--- config.mk ---
export PLATFORM = sky130hd
export DESIGN_NAME = ads1115_i2c_target
export DESIGN_NICKNAME = d
export VERILOG_FILES = /design/src/rtl/ads1115_i2c_target_pkg.sv /design/src/rtl/ads1115_i2c_target_i2c_bus_sync.sv /design/src/rtl/ads1115_i2c_target.sv
export SDC_FILE = /design/constraint.sdc
export NUM_CORES = 1
export LEC_CHECK = 0
export CORE_ASPECT_RATIO = 1.1
export CORE_MARGIN = 2
export CORE_UTILIZATION = 53
export CTS_CLUSTER_DIAMETER = 80
export DETAILED_ROUTE_END_ITERATION = 8
export PLACE_DENSITY = 0.85
export SLEW_MARGIN = 10
export SYNTH_ARGS = -nofsm -noshare
export SYNTH_HDL_FRONTEND = slang
export SYNTH_SLANG_ARGS = --single-unit
--- constraint.sdc ---
create_clock -name clk_i -period 1.8 [get_ports clk_i]
set_clock_uncertainty 0.1 [all_clocks]
set_input_delay 0.36 -clock clk_i [delete_from_list [all_inputs] [get_ports clk_i]]
set_output_delay 0.36 -clock clk_i [all_outputs]
set_load 0.03 [all_outputs]
--- src/rtl/ads1115_i2c_target_pkg.sv ---
// Shared constants, FSM encoding and bit-select helper for the ADS1115 I2C target model.
package ads1115_i2c_target_pkg;

    localparam logic [1:0] PTR_CONV = 2'd0;
    localparam logic [1:0] PTR_CFG  = 2'd1;
    localparam logic [1:0] PTR_LO   = 2'd2;
    localparam logic [1:0] PTR_HI   = 2'd3;

    localparam int CFG_OS     = 15;
    localparam int CFG_MODE   = 8;
    localparam int CFG_MUX_LO = 12;

    typedef enum logic [3:0] {
        IDLE       = 4'd0,
        ADDR       = 4'd1,
        ADDR_ACK   = 4'd2,
        PTR        = 4'd3,
        PTR_ACK    = 4'd4,
        WR_MSB     = 4'd5,
        WR_MSB_ACK = 4'd6,
        WR_LSB     = 4'd7,
        WR_LSB_ACK = 4'd8,
        RD_BYTE    = 4'd9,
        RD_ACK     = 4'd10,
        IGNORE     = 4'd11
    } state_e;

    // Bit idx (0 = first on the wire) of the MSB byte (lsb_sel=0) or LSB byte of a 16-bit word.
    function automatic logic rd_bit(input logic [15:0] data, input logic lsb_sel, input logic [2:0] idx);
        return data[{~lsb_sel, ~idx}];
    endfunction

endpackage

--- src/rtl/ads1115_i2c_target_i2c_bus_sync.sv ---
// Synchronizes SCL/SDA into clk_i and flags SCL edges plus START/STOP conditions.
module ads1115_i2c_target_i2c_bus_sync (
    input  logic clk_i,
    input  logic rst_ni,
    input  logic scl_i,
    input  logic sda_i,
    output logic scl_rise_o,
    output logic scl_fall_o,
    output logic start_o,
    output logic stop_o,
    output logic sda_o
);

    logic [1:0] scl_sync_q;
    logic [1:0] sda_sync_q;
    logic       scl_prev_q;
    logic       sda_prev_q;

    // Idle bus is high, so reset everything to 1 to avoid a phantom START/STOP.
    always_ff @(posedge clk_i or negedge rst_ni) begin
        if (!rst_ni) begin
            scl_sync_q <= 2'b11;
            sda_sync_q <= 2'b11;
            scl_prev_q <= 1'b1;
            sda_prev_q <= 1'b1;
        end else begin
            scl_sync_q <= {scl_sync_q[0], scl_i};
            sda_sync_q <= {sda_sync_q[0], sda_i};
            scl_prev_q <= scl_sync_q[1];
            sda_prev_q <= sda_sync_q[1];
        end
    end

    assign sda_o      = sda_sync_q[1];
    assign scl_rise_o = scl_sync_q[1] & ~scl_prev_q;
    assign scl_fall_o = ~scl_sync_q[1] & scl_prev_q;
    assign start_o    = scl_sync_q[1] & scl_prev_q & sda_prev_q & ~sda_sync_q[1];
    assign stop_o     = scl_sync_q[1] & scl_prev_q & ~sda_prev_q & sda_sync_q[1];

endmodule

--- src/rtl/ads1115_i2c_target.sv ---
// ADS1115-compatible I2C target: pointer/config/conversion/threshold registers and a
// timed conversion engine that latches a parallel sample input.
module ads1115_i2c_target
    import ads1115_i2c_target_pkg::*;
#(
    parameter logic [6:0]  ADDRESS     = 7'b1001001,
    parameter int unsigned CONV_CYCLES = 216,
    parameter logic [15:0] CONFIG_RST  = 16'h8583
) (
    input  logic        clk_i,
    input  logic        rst_ni,
    input  logic        scl_i,
    input  logic        sda_i,
    output logic        sda_oe_o,
    input  logic [15:0] sample_i,
    output logic [2:0]  mux_o,
    output logic        busy_o,
    output logic        conv_done_o,
    output logic [15:0] config_o
);

    localparam int CNT_W = $clog2(CONV_CYCLES);
    localparam logic [CNT_W-1:0] CNT_LAST = CNT_W'(CONV_CYCLES - 1);

    logic scl_rise_s, scl_fall_s, start_s, stop_s, sda_s;

    ads1115_i2c_target_i2c_bus_sync u_bus_sync (
        .clk_i     (clk_i),
        .rst_ni    (rst_ni),
        .scl_i     (scl_i),
        .sda_i     (sda_i),
        .scl_rise_o(scl_rise_s),
        .scl_fall_o(scl_fall_s),
        .start_o   (start_s),
        .stop_o    (stop_s),
        .sda_o     (sda_s)
    );

    state_e      state_q;
    logic [3:0]  bit_cnt_q;
    logic [7:0]  rx_q;
    logic [7:0]  msb_q;
    logic [15:0] tx_q;
    logic        byte_sel_q;
    logic        rw_q;
    logic        mack_q;
    logic [1:0]  ptr_q;
    logic        sda_oe_q;
    logic        wr_en_q;
    logic [15:0] wr_data_q;

    logic [14:0] cfg_q;
    logic [15:0] conv_q;
    logic [15:0] lo_q;
    logic [15:0] hi_q;
    logic        busy_q;
    logic        conv_done_q;
    logic [CNT_W-1:0] conv_cnt_q;

    logic [15:0] reg_rd_s;
    logic        byte_done_s;
    logic        conv_start_s;
    logic        conv_halt_s;

    // Read mux for the register addressed by the pointer; config bit 15 reflects ~busy.
    always_comb begin
        reg_rd_s = conv_q;
        case (ptr_q)
            PTR_CONV: reg_rd_s = conv_q;
            PTR_CFG:  reg_rd_s = {~busy_q, cfg_q};
            PTR_LO:   reg_rd_s = lo_q;
            PTR_HI:   reg_rd_s = hi_q;
            default:  reg_rd_s = conv_q;
        endcase
    end

    assign byte_done_s = (bit_cnt_q == 4'd8);

    // Protocol FSM: bits are sampled on SCL rise, SDA drive is updated only after SCL fall.
    always_ff @(posedge clk_i or negedge rst_ni) begin
        if (!rst_ni) begin
            state_q    <= IDLE;
            bit_cnt_q  <= 4'd0;
            rx_q       <= 8'h00;
            msb_q      <= 8'h00;
            tx_q       <= 16'h0000;
            byte_sel_q <= 1'b0;
            rw_q       <= 1'b0;
            mack_q     <= 1'b0;
            ptr_q      <= PTR_CONV;
            sda_oe_q   <= 1'b0;
            wr_en_q    <= 1'b0;
            wr_data_q  <= 16'h0000;
        end else begin
            wr_en_q <= 1'b0;
            if (start_s) begin
                state_q   <= ADDR;
                bit_cnt_q <= 4'd0;
                sda_oe_q  <= 1'b0;
            end else if (stop_s) begin
                state_q  <= IDLE;
                sda_oe_q <= 1'b0;
            end else begin
                if (scl_rise_s) begin
                    rx_q      <= {rx_q[6:0], sda_s};
                    bit_cnt_q <= bit_cnt_q + 4'd1;
                    mack_q    <= ~sda_s;
                end
                if (scl_fall_s) begin
                    case (state_q)
                        ADDR: begin
                            if (byte_done_s && rx_q[7:1] == ADDRESS) begin
                                rw_q     <= rx_q[0];
                                sda_oe_q <= 1'b1;
                                state_q  <= ADDR_ACK;
                            end else if (byte_done_s) begin
                                sda_oe_q <= 1'b0;
                                state_q  <= IGNORE;
                            end else begin
                                sda_oe_q <= 1'b0;
                            end
                        end
                        ADDR_ACK: begin
                            bit_cnt_q <= 4'd0;
                            if (rw_q) begin
                                // Snapshot here keeps both read bytes from one conversion.
                                tx_q       <= reg_rd_s;
                                byte_sel_q <= 1'b0;
                                sda_oe_q   <= ~reg_rd_s[15];
                                state_q    <= RD_BYTE;
                            end else begin
                                sda_oe_q <= 1'b0;
                                state_q  <= PTR;
                            end
                        end
                        PTR: begin
                            if (byte_done_s) begin
                                ptr_q    <= rx_q[1:0];
                                sda_oe_q <= 1'b1;
                                state_q  <= PTR_ACK;
                            end
                        end
                        PTR_ACK: begin
                            bit_cnt_q <= 4'd0;
                            sda_oe_q  <= 1'b0;
                            state_q   <= WR_MSB;
                        end
                        WR_MSB: begin
                            if (byte_done_s) begin
                                msb_q    <= rx_q;
                                sda_oe_q <= 1'b1;
                                state_q  <= WR_MSB_ACK;
                            end
                        end
                        WR_MSB_ACK: begin
                            bit_cnt_q <= 4'd0;
                            sda_oe_q  <= 1'b0;
                            state_q   <= WR_LSB;
                        end
                        WR_LSB: begin
                            if (byte_done_s) begin
                                wr_data_q <= {msb_q, rx_q};
                                wr_en_q   <= 1'b1;
                                sda_oe_q  <= 1'b1;
                                state_q   <= WR_LSB_ACK;
                            end
                        end
                        WR_LSB_ACK: begin
                            sda_oe_q <= 1'b0;
                            state_q  <= IGNORE;
                        end
                        RD_BYTE: begin
                            if (byte_done_s) begin
                                sda_oe_q <= 1'b0;
                                state_q  <= RD_ACK;
                            end else begin
                                sda_oe_q <= ~rd_bit(tx_q, byte_sel_q, bit_cnt_q[2:0]);
                            end
                        end
                        RD_ACK: begin
                            if (mack_q) begin
                                bit_cnt_q  <= 4'd0;
                                byte_sel_q <= ~byte_sel_q;
                                sda_oe_q   <= ~rd_bit(tx_q, ~byte_sel_q, 3'd0);
                                state_q    <= RD_BYTE;
                            end else begin
                                sda_oe_q <= 1'b0;
                                state_q  <= IGNORE;
                            end
                        end
                        default: sda_oe_q <= 1'b0;
                    endcase
                end
            end
        end
    end

    assign conv_start_s = wr_en_q && (ptr_q == PTR_CFG) &&
                          (wr_data_q[CFG_OS] || !wr_data_q[CFG_MODE]);
    assign conv_halt_s  = wr_en_q && (ptr_q == PTR_CFG) && wr_data_q[CFG_MODE] &&
                          !wr_data_q[CFG_OS] && !cfg_q[CFG_MODE];

    // Register commits and conversion engine; a latch in the same cycle as a new start completes first.
    always_ff @(posedge clk_i or negedge rst_ni) begin
        if (!rst_ni) begin
            cfg_q       <= CONFIG_RST[14:0];
            conv_q      <= 16'h0000;
            lo_q        <= 16'h8000;
            hi_q        <= 16'h7FFF;
            busy_q      <= 1'b0;
            conv_done_q <= 1'b0;
            conv_cnt_q  <= '0;
        end else begin
            conv_done_q <= 1'b0;
            if (wr_en_q) begin
                case (ptr_q)
                    PTR_CFG: cfg_q <= wr_data_q[14:0];
                    PTR_LO:  lo_q  <= wr_data_q;
                    PTR_HI:  hi_q  <= wr_data_q;
                    default: ;
                endcase
            end
            if (busy_q && conv_cnt_q == CNT_LAST) begin
                conv_q      <= sample_i;
                conv_done_q <= 1'b1;
                conv_cnt_q  <= '0;
                busy_q      <= ~cfg_q[CFG_MODE];
            end else if (busy_q) begin
                conv_cnt_q <= conv_cnt_q + CNT_W'(1);
            end else begin
                conv_cnt_q <= '0;
            end
            if (conv_start_s) begin
                busy_q     <= 1'b1;
                conv_cnt_q <= '0;
            end else if (conv_halt_s) begin
                busy_q     <= 1'b0;
                conv_cnt_q <= '0;
            end
        end
    end

    assign sda_oe_o    = sda_oe_q;
    assign busy_o      = busy_q;
    assign conv_done_o = conv_done_q;
    assign config_o    = {~busy_q, cfg_q};
    assign mux_o       = cfg_q[CFG_MUX_LO +: 3];

endmodule
==> summary.txt, run 1 <==
Run status
  – Outcome: finished with violations
  – Violated checks: setup timing

Cells and area
  – Nets: 573
  – Fraction of layout cells with a size suffix above 1: 49.2%
  – Synth-to-Final Area Change: 27.4%
  – Post-layout util: 68.6%
  – Fill count: 776
  – ANT cells: 0

GRT
  – Congestion Overflow GR: 0
  – Vias in the first global route: 4557
  – Largest net degree at the start of global routing: 48
  – First-pass GRT wire length: 24200 um
  – Overall routing resource usage: 25.0%
  – Initial antenna violation count: 0

Timing
  – Slew HR: 61.7%
  – RSZ-0062 raised after global routing: yes
  – Tcrit/Tclk final: 109%
  – Fmax: 0.510 GHz
  – Pins Over Slew Limit: 0
  – Setup TNS Final: -0.466 ns
  – Final setup vio count: 21
  – Worst-margin pin slew: 0.567 ns
  – Setup ws final: -0.159 ns
  – Minimum clock period: 1.96 ns
  – Final Hold Vio Count: 0

Setup path
  – Buf/Inv on CP: 1
  – R2r worst-path depth: 6
  – Crit path max-delay family: compound AO/OA/AOI/OAI gates
  – Worst Setup Start Kind: flop
  – Crit path kind: flop to flop
  – Crit. End Element: flop
  – Levels on crit path: 6
  – Slowest Stage Delay on Critical Path: 0.56 ns
  – Required time worst endpoint: 1.97 ns
  – Slowest CP cell: o311ai_0
  – Crit path cell chain: inv_4, ha_4, and3b_2, a21boi_1, o311ai_0, o41ai_2
  – Crit path DAT: 2.13 ns
  – Critical-path maximum fanout: 6

Hold path
  – Hold path cells: 0
  – HP Class: flop to flop

Synth
  – Ys Warns: 0
  – Top FF cell, synth: dfrtp_1
  – Ranking of synthesized cells by area: dfrtp_1, mux2_2, dfstp_2, mux4_2, nand2_1
  – Mapped Nets: 474
  – Share of the synthesized area in the top cell type: 45.0%
  – Post-synth top area cell: dfrtp_1
  – Synthesized flop and latch total: 142
  – Seq/Total Area, Yosys: 56.1%
  – Netlist cell types: 58
  – Number of synthesized flops with an enable pin: 0
  – Mapped Area: 6390 sq um
  – Syn Inst Count: 451
  – Async SR Flop Fraction: 100%
  – Average size of a mapped cell: 14.2 sq um

CTS
  – Clock Sinks: 142
  – Clock latency on the worst-skew pair: 0.42 ns
  – CTS Buf Count: 17
  – Clock root buffer: clkbuf_16
  – Htree depth: 4
  – CTS Buffer Depth: 2
  – CTS tree: yes
  – Clk slew on worst S/H paths: 0.06 ns

Die
  – Core area: 11900 sq um
  – DIE HEIGHT: 119 um
  – Effective utilization at floorplan: 53.8%
  – # IOs: 42
  – Placement Rows: 42
  – Total Die Area: 13000 sq um
  – Die width: 109 um

Routing
  – DR vias: 4204
  – Wire per inst: 21.0 um
  – Final ANT Viol Nets: 0
  – Final WL: 15000 um
  – DR vias/cell: 5.86
  – Drt first pass iters: 7
  – DRC Markers: 0
  – Initial detailed-routing violation count: 265

Pwr
  – VDD IR max: 0.617 mV
  – Power per cell area: 1100 nW/um^2
  – Total power: 8.97 mW
  – LEAKAGE: 3.81 nW

Place
  – Port-buffer cells: 41
  – Global placer's final weighted congestion: 0.868
  – Dpl hpwl: 9710 um

Run
  – Max capacitance violation total: 0
-- final cells by class --
cell class | instances | area (sq um) | area share [%]
repair buffers | 104 | 952 | 11.7
flip-flops and latches | 142 | 3590 | 44.1
inverters | 6 | 25.0 | 0.307
well taps | 154 | 193 | 2.37
clock inverters | 13 | 164 | 2.01
multi-input cells | 279 | 2780 | 34.1
clock buffers | 19 | 443 | 5.44
-- metal layers --
metal | GRT usage [%] | vias to the layer above | routed length [um]
li1 | - | 1857 | -
met1 | 31.2 | 2220 | 6080
met2 | 42.8 | 107 | 8160
met3 | 5.36 | 20 | 546
met4 | 8.57 | 0 | 256
met5 | 0 | - | 0
-- worst register-to-register path: stages, from the launching register on --
cell	delay, ns
dfrtp_2	0.45
inv_4	0.08
ha_4	0.12
and3b_2	0.22
a21boi_1	0.13
o311ai_0	0.56
o41ai_2	0.16
-- repair_timing --
action / 4_1_cts / 5_1_grt
pin swaps: 6 / 7
endpoints found under the setup margin: 75 / 66
resized for setup: 44 / 27
buffers inserted: 10 / 3
hold buffers: 1 / 0
endpoints found under the hold margin: 25 / 0
-- synthesized netlist by cell type (2+ instances only) --
| library cell | number |
|---|---|
| xor2_1 | 6 |
| buf_6 | 3 |
| nand2_1 | 32 |
| nand4b_1 | 3 |
| o21ai_0 | 3 |
| o21a_1 | 3 |
| a22o_1 | 3 |
| mux2i_1 | 4 |
| and3_1 | 3 |
| nand3b_1 | 4 |
| nand4_1 | 4 |
| xnor2_1 | 4 |
| o31ai_1 | 2 |
| buf_4 | 4 |
| nand3_1 | 8 |
| buf_2 | 13 |
| a21oi_1 | 5 |
| o211ai_1 | 3 |
| nor3_1 | 2 |
| nand2b_1 | 3 |
| inv_1 | 6 |
| mux2_2 | 98 |
| a31oi_1 | 4 |
| mux4_2 | 19 |
| ha_1 | 3 |
| a211oi_1 | 2 |
| dfrtp_1 | 115 |
| dfstp_2 | 27 |
| mux2_1 | 9 |
| clkbuf_1 | 3 |
| a211o_1 | 2 |
| nor2_1 | 16 |
| nor2b_1 | 8 |
| and3b_1 | 3 |
-- metrics by stage --
step           worst slack (ns)  area (sq um)  hold WS [ns]  cells
2_1_floorplan            -0.143          6420       -0.0356    451
3_3_place_gp             -0.129          7330         0.172    672
3_5_place_dp             -0.162          7330         0.179    672
4_1_cts                 -0.0200          8060         0.263    714
5_1_grt                  -0.257          8140         0.267    717
6_report                 -0.159          8140         0.262    717
-- registers in the layout, summed over array words and instances (netlist names) --
register and cells:
busy_o 1, rw_q 1, cfg_q 15, conv_done_o 1
rx_q 8, ptr_q 2, tx_q 16, msb_q 8
u_bus_sync.scl_prev_q 1, u_bus_sync.scl_sync_q 2, byte_sel_q 1, hi_q 16
bit_cnt_q 4, u_bus_sync.sda_prev_q 1, lo_q 16, wr_data_q 16
wr_en_q 1, state_q 4, conv_cnt_q 8, u_bus_sync.sda_sync_q 2
conv_q 16, sda_oe_o 1, mack_q 1
-- final timing paths --
kind	to	startpoint	slack, ns
min in group asynchronous	conv_cnt_q[2]$_DFF_PN0_	rst_ni	0.29
hold / removal	u_bus_sync.sda_sync_q[1]$_DFF_PN1_	u_bus_sync.sda_sync_q[0]$_DFF_PN1_	0.26
max in group asynchronous	hi_q[4]$_DFFE_PN1P_	rst_ni	0.68
setup reg to reg	state_q[3]$_DFFE_PN0P_	bit_cnt_q[1]$_DFFE_PN0P_	-0.16
setup / recovery	state_q[3]$_DFFE_PN0P_	bit_cnt_q[1]$_DFFE_PN0P_	-0.16
hold reg to reg	u_bus_sync.sda_sync_q[1]$_DFF_PN1_	u_bus_sync.sda_sync_q[0]$_DFF_PN1_	0.26
-- power by group --
part           switching (mW)  internal, mW
Combinational           0.885         0.922
Clock                    1.36          2.22
Sequential              0.219          3.37
Total                    2.46          6.51
-- layout by cell type (no fill, tap or decap), drive strengths merged, types with 8 or more instances in the layout --
cell / instances
clkbuf: 23
dfrtp: 115
nand3: 8
nand2: 33
mux4: 19
nor2b: 8
dfstp: 27
inv: 8
mux2: 107
buf: 63
nor2: 16
dlygate4sd2: 16
clkdlybuf4s50: 18
-- cell families after synthesis --
kind of cell,count (synthesis),share of synthesized area [%]
AO/OA/AOI/OAI,39,4.74
XOR/XNOR,10,1.37
adder cells (fa/ha/maj),3,0.587
buffers and inverters,30,2.60
flip-flops,142,56.1
multiplexers,130,26.2
AND/OR/NAND/NOR,97,8.40
Note: power is estimated with default switching activity, not from simulation.
==> run 2: changes to the inputs <==
--- a/config.mk
+++ b/config.mk
@@ -7,10 +7,11 @@
 export LEC_CHECK = 0
 export CORE_ASPECT_RATIO = 1.1
 export CORE_MARGIN = 2
-export CORE_UTILIZATION = 53
+export CORE_UTILIZATION = 55
+export CTS_BUF_LIST = sky130_fd_sc_hd__clkbuf_4
 export CTS_CLUSTER_DIAMETER = 80
 export DETAILED_ROUTE_END_ITERATION = 8
-export PLACE_DENSITY = 0.85
+export PLACE_DENSITY = 0.87
 export SLEW_MARGIN = 10
 export SYNTH_ARGS = -nofsm -noshare
 export SYNTH_HDL_FRONTEND = slang
==> summary.txt, run 2 (synthesis gave the netlist of run 1 again) <==
Run status
  – Outcome: finished with violations
  – Violated checks: setup timing

Die
  – Die width: 107 um
  – Effective utilization at floorplan: 56.1%
  – Core area: 11400 sq um
  – Total Die Area: 12500 sq um
  – Placement Rows: 41
  – # IOs: 42
  – DIE HEIGHT: 117 um

CTS
  – Clock latency on the worst-skew pair: 0.55 ns
  – Clock Sinks: 142
  – CTS Buf Count: 17
  – Clk slew on worst S/H paths: 0.12 ns
  – Htree depth: 4
  – CTS tree: yes
  – Clock root buffer: clkbuf_4
  – CTS Buffer Depth: 2

Routing
  – Final WL: 15000 um
  – Initial detailed-routing violation count: 295
  – DR vias: 4289
  – Drt first pass iters: 5
  – DR vias/cell: 5.84
  – DRC Markers: 0
  – Wire per inst: 20.5 um
  – Final ANT Viol Nets: 0

Pwr
  – Psw: 2.30 mW
  – VDD IR max: 0.594 mV
  – LEAKAGE: 3.74 nW
  – Sequential power share: 45.9%
  – Total power: 7.78 mW
  – Power per cell area: 965 nW/um^2
  – Part of the power in the clock network: 29.1%
  – Combinational power share: 25.1%
  – Int Power: 5.48 mW
  – Net Sw Frac: 29.5%

GRT
  – First-pass GRT wire length: 24000 um
  – Initial antenna violation count: 0
  – Largest net degree at the start of global routing: 45
  – Vias in the first global route: 4628
  – Overall routing resource usage: 25.6%
  – Congestion Overflow GR: 0

Hold path
  – Endpoint, Worst Hold: u_bus_sync.sda_sync_q[0]$_DFF_PN1_
  – HP Class: primary input to flop
  – Hold path start: sda_i
  – Hold path cells: 1

Timing
  – Final setup vio count: 43
  – Minimum clock period: 2.07 ns
  – Slew HR: 69.8%
  – Final Hold Vio Count: 0
  – Worst-margin pin slew: 0.449 ns
  – Fmax: 0.482 GHz
  – Setup ws final: -0.273 ns
  – Pins Over Slew Limit: 0
  – Tcrit/Tclk final: 115%
  – RSZ-0062 raised after global routing: yes

Cells and area
  – Nets: 594
  – Fill count: 714
  – Post-layout util: 70.8%
  – Leading cell type in the layout, fill and taps excluded: dfrtp_1
  – Fraction of layout cells with a size suffix above 1: 54.5%
  – ANT cells: 0
  – Synth-to-Final Area Change: 26.1%
  – Most frequent cells in the layout: dfrtp_1, mux2_2, buf_4

Place
  – Pre-CTS setup slack: -0.0892 ns
  – Dpl hpwl: 9540 um
  – Port-buffer cells: 41
  – Global placer's final weighted congestion: 0.870

Setup path
  – Worst R2R End: wr_data_q[3]$_DFFE_PN0P_
  – Worst R2R Start: bit_cnt_q[1]$_DFFE_PN0P_
  – Critical-path maximum fanout: 5
  – Crit path DAT: 2.40 ns
  – Crit. End Element: flop
  – Worst Setup Start Kind: flop
  – R2r worst-path depth: 7
  – Required time worst endpoint: 2.13 ns
  – Crit path kind: flop to flop
  – R2R setup slack: -0.27 ns

Run
  – Max capacitance violation total: 0
run 2: cell count changes in the layout (fill, tap and decap cells not counted), sizes merged:
cell and delta:
buf +26, bufinv +1, clkbuf +4, clkdlybuf4s15 +7, clkinv +4, clkinvlp -4, dlygate4sd2 -15, inv -2
run 2: metal layers:
layer | global-route usage, % | up-vias | wire, um
li1 | - | 1897 | -
met1 | 30.3 | 2207 | 5920
met2 | 44.9 | 131 | 7970
met3 | 5.48 | 54 | 572
met4 | 12.2 | 0 | 578
met5 | 0 | - | 0
run 2: worst max-delay path, cell delays in order (launching register included):
cell,delay (ns)
dfrtp_2,0.47
inv_4,0.08
ha_4,0.14
nand3b_1,0.16
nor4_4,0.37
buf_4,0.21
buf_12,0.13
mux2_4,0.30
run 2: per-stage QoR:
stage	hold slack [ns]	instance area, sq um	std cells	TNS (ns)
2_1_floorplan	-0.0356	6420	451	-1.27
3_3_place_gp	0.205	7350	673	-0.0626
3_5_place_dp	0.210	7350	673	-1.53
4_1_cts	0.103	7990	724	-1.05
5_1_grt	0.113	8060	734	-9.69
6_report	0.126	8060	734	-6.23
run 2: power by group through the flow:
stage / logic [mW] / registers [mW] / clock network, mW
after floorplan: 0.923 / 3.55 / 0
after global placement: 1.40 / 3.60 / 0
after detailed placement: 1.45 / 3.62 / 0
after CTS: 1.64 / 3.55 / 2.28
after global routing: 2.08 / 3.58 / 2.42
final: 1.95 / 3.57 / 2.26
run 2: area by class of cell:
cell class	instances	area, sq um	share of cell area, %
well taps	150	188	2.33
clock inverters	12	169	2.10
flip-flops and latches	142	3590	44.6
clock buffers	20	150	1.86
multi-input cells	279	2830	35.1
repair buffers	125	1110	13.8
inverters	6	25.0	0.310
run 2: what timing repair did:
item | in CTS | in global routing
resized for setup | 107 | 27
hold buffers | 1 | 0
pin swaps | 6 | 13
setup endpoints to repair | 83 | 73
gates cloned | 2 | 0
buffers inserted | 18 | 14
endpoints found under the hold margin | 95 | 0
run 2: worst max path at each step:
stage | startpoint | end | depth (start not counted)
global placement | state_q[2]$_DFFE_PN0P_ | bit_cnt_q[0]$_DFFE_PN0P_ | 4
floorplan | bit_cnt_q[1]$_DFFE_PN0P_ | wr_data_q[10]$_DFFE_PN0P_ | 7
detailed placement | state_q[2]$_DFFE_PN0P_ | bit_cnt_q[0]$_DFFE_PN0P_ | 4
global route | bit_cnt_q[1]$_DFFE_PN0P_ | wr_data_q[5]$_DFFE_PN0P_ | 7
CTS | bit_cnt_q[1]$_DFFE_PN0P_ | wr_data_q[3]$_DFFE_PN0P_ | 8
finish | bit_cnt_q[1]$_DFFE_PN0P_ | wr_data_q[3]$_DFFE_PN0P_ | 7
==> run 3: changes to the inputs <==
--- a/config.mk
+++ b/config.mk
@@ -5,12 +5,13 @@
 export SDC_FILE = /design/constraint.sdc
 export NUM_CORES = 1
 export LEC_CHECK = 0
-export CORE_ASPECT_RATIO = 1.1
+export CORE_ASPECT_RATIO = 0.75
 export CORE_MARGIN = 2
 export CORE_UTILIZATION = 55
 export CTS_BUF_LIST = sky130_fd_sc_hd__clkbuf_4
 export CTS_CLUSTER_DIAMETER = 80
 export DETAILED_ROUTE_END_ITERATION = 8
+export GPL_TIMING_DRIVEN = 0
 export PLACE_DENSITY = 0.87
 export SLEW_MARGIN = 10
 export SYNTH_ARGS = -nofsm -noshare
==> summary.txt, run 3 (synthesis gave the netlist of run 1 again) <==
Routing
  – Drt first pass iters: 5
  – Final WL: 14400 um
  – DR vias/cell: 5.99
  – DRC Markers: 0
  – Final ANT Viol Nets: 0
  – Initial detailed-routing violation count: 329
  – DR vias: 4205
  – Wire per inst: 20.4 um

Timing
  – Minimum clock period: 1.94 ns
  – Setup TNS Final: -2.77 ns
  – Final setup vio count: 46
  – RSZ-0062 raised after global routing: yes
  – Slew HR: 68.1%
  – Worst-margin pin slew: 0.478 ns
  – Fmax: 0.516 GHz
  – Pins Over Slew Limit: 0
  – Setup ws final: -0.137 ns
  – Final Hold Vio Count: 0
  – Tcrit/Tclk final: 108%

Cells and area
  – Leading cell type in the layout, fill and taps excluded: dfrtp_1
  – Fraction of layout cells with a size suffix above 1: 55.0%
  – ANT cells: 0
  – Nets: 568
  – Most frequent cells in the layout: dfrtp_1, mux2_2, buf_4
  – Synth-to-Final Area Change: 22.6%

Hold path
  – HP Class: primary input to flop
  – Hold path start: scl_i
  – Endpoint, Worst Hold: u_bus_sync.scl_sync_q[0]$_DFF_PN1_
  – Hold path cells: 1

Setup path
  – Critical-path maximum fanout: 10
  – Worst R2R Start: bit_cnt_q[2]$_DFFE_PN0P_
  – Crit path kind: flop to flop
  – Crit. End Element: flop
  – Worst Setup Start Kind: flop
  – R2r worst-path depth: 6
  – Crit path DAT: 2.25 ns
  – Required time worst endpoint: 2.11 ns
  – Worst R2R End: ptr_q[1]$_DFFE_PN0P_
  – R2R setup slack: -0.14 ns

CTS
  – Clock root buffer: clkbuf_4
  – CTS tree: yes
  – CTS Buf Count: 17
  – Clk slew on worst S/H paths: 0.12 ns
  – Clock latency on the worst-skew pair: 0.52 ns
  – Clock Sinks: 142
  – CTS Buffer Depth: 2
  – Htree depth: 4

Die
  – Placement Rows: 34
  – # IOs: 42
  – Effective utilization at floorplan: 55.8%
  – Total Die Area: 12500 sq um
  – DIE HEIGHT: 97.4 um
  – Core area: 11400 sq um
  – Die width: 128 um

Place
  – Pre-CTS setup slack: -0.533 ns
  – Global placer's final weighted congestion: 0.871
  – Port-buffer cells: 41
  – Dpl hpwl: 9090 um

Run status
  – Outcome: finished with violations
  – Violated checks: setup timing

GRT
  – Vias in the first global route: 4300
  – First-pass GRT wire length: 22700 um
  – Met1 Usage GRT: 34.6%
  – Overall routing resource usage: 23.8%
  – Congestion Overflow GR: 0
  – Met2 usage: 35.6%
  – Initial antenna violation count: 0
  – M3 GR Usage: 5.78%
  – Largest net degree at the start of global routing: 94
  – Top Usage Layer GRT: met2

Pwr
  – LEAKAGE: 3.58 nW
  – Power per cell area: 890 nW/um^2
  – VDD IR max: 0.449 mV

Run
  – Max capacitance violation total: 0
-- run 3: area by class of cell --
cell class	count	area (sq um)
well taps	144	180
inverters	6	25.0
multi-input cells	279	2930
flip-flops and latches	142	3600
plain buffers	21	188
clock inverters	12	96.3
clock buffers	20	150
repair buffers	78	667
fillers	784	3610
-- run 3: worst max-delay path: stages (launching register included) --
cell      delay (ns)
dfrtp_1         0.38
buf_4           0.19
nand3b_1        0.26
buf_4           0.20
nor2_4          0.08
nand4_1         0.25
mux2_2          0.36
-- run 3: worst max-delay path by stage --
stage,end,startpoint,depth (start not counted)
3_3_place_gp,conv_q[3]$_DFFE_PN0P_,rst_ni,1
4_1_cts,wr_data_q[12]$_DFFE_PN0P_,bit_cnt_q[1]$_DFFE_PN0P_,8
6_report,ptr_q[1]$_DFFE_PN0P_,bit_cnt_q[2]$_DFFE_PN0P_,6
5_1_grt,wr_data_q[12]$_DFFE_PN0P_,bit_cnt_q[2]$_DFFE_PN0P_,6
2_1_floorplan,wr_data_q[10]$_DFFE_PN0P_,bit_cnt_q[1]$_DFFE_PN0P_,7
3_5_place_dp,wr_data_q[14]$_DFFE_PN0P_,bit_cnt_q[1]$_DFFE_PN0P_,7
-- run 3: stage by stage --
step / hold WS, ns / power, mW / utilization (%) / instances / cell area [sq um]
floorplan: -0.0356 / 4.48 / - / 451 / 6420
global placement: 0.247 / 4.82 / 61.2 / 636 / 7010
detailed placement: 0.238 / 4.88 / 61.5 / 637 / 7040
CTS: 0.111 / 6.85 / 66.4 / 690 / 7600
global route: 0.0966 / 7.30 / 68.5 / 702 / 7840
finish: 0.139 / 6.98 / 68.5 / 702 / 7840
-- run 3: metal layers --
| metal | routed length (um) | share of wire [%] |
|---|---|---|
| met1 | 6510 | 45 |
| met2 | 6910 | 48 |
| met3 | 722 | 5.0 |
| met4 | 209 | 1.5 |
| met5 | 0 | 0 |
-- run 3: where the power goes --
group          internal (mW)  leakage [nW]  switching (mW)
logic                  0.741          1.63           0.814
clock network          0.715         0.130            1.13
registers               3.37          1.82           0.213
-- run 3: repair_timing --
item / 4_1_cts / 5_1_grt
cloned: 1 / 0
pin swaps: 4 / 23
hold buffers: 1 / 0
setup buffers: 19 / 15
resized for setup: 124 / 75
endpoints found under the hold margin: 44 / 0
setup endpoints to repair: 124 / 118
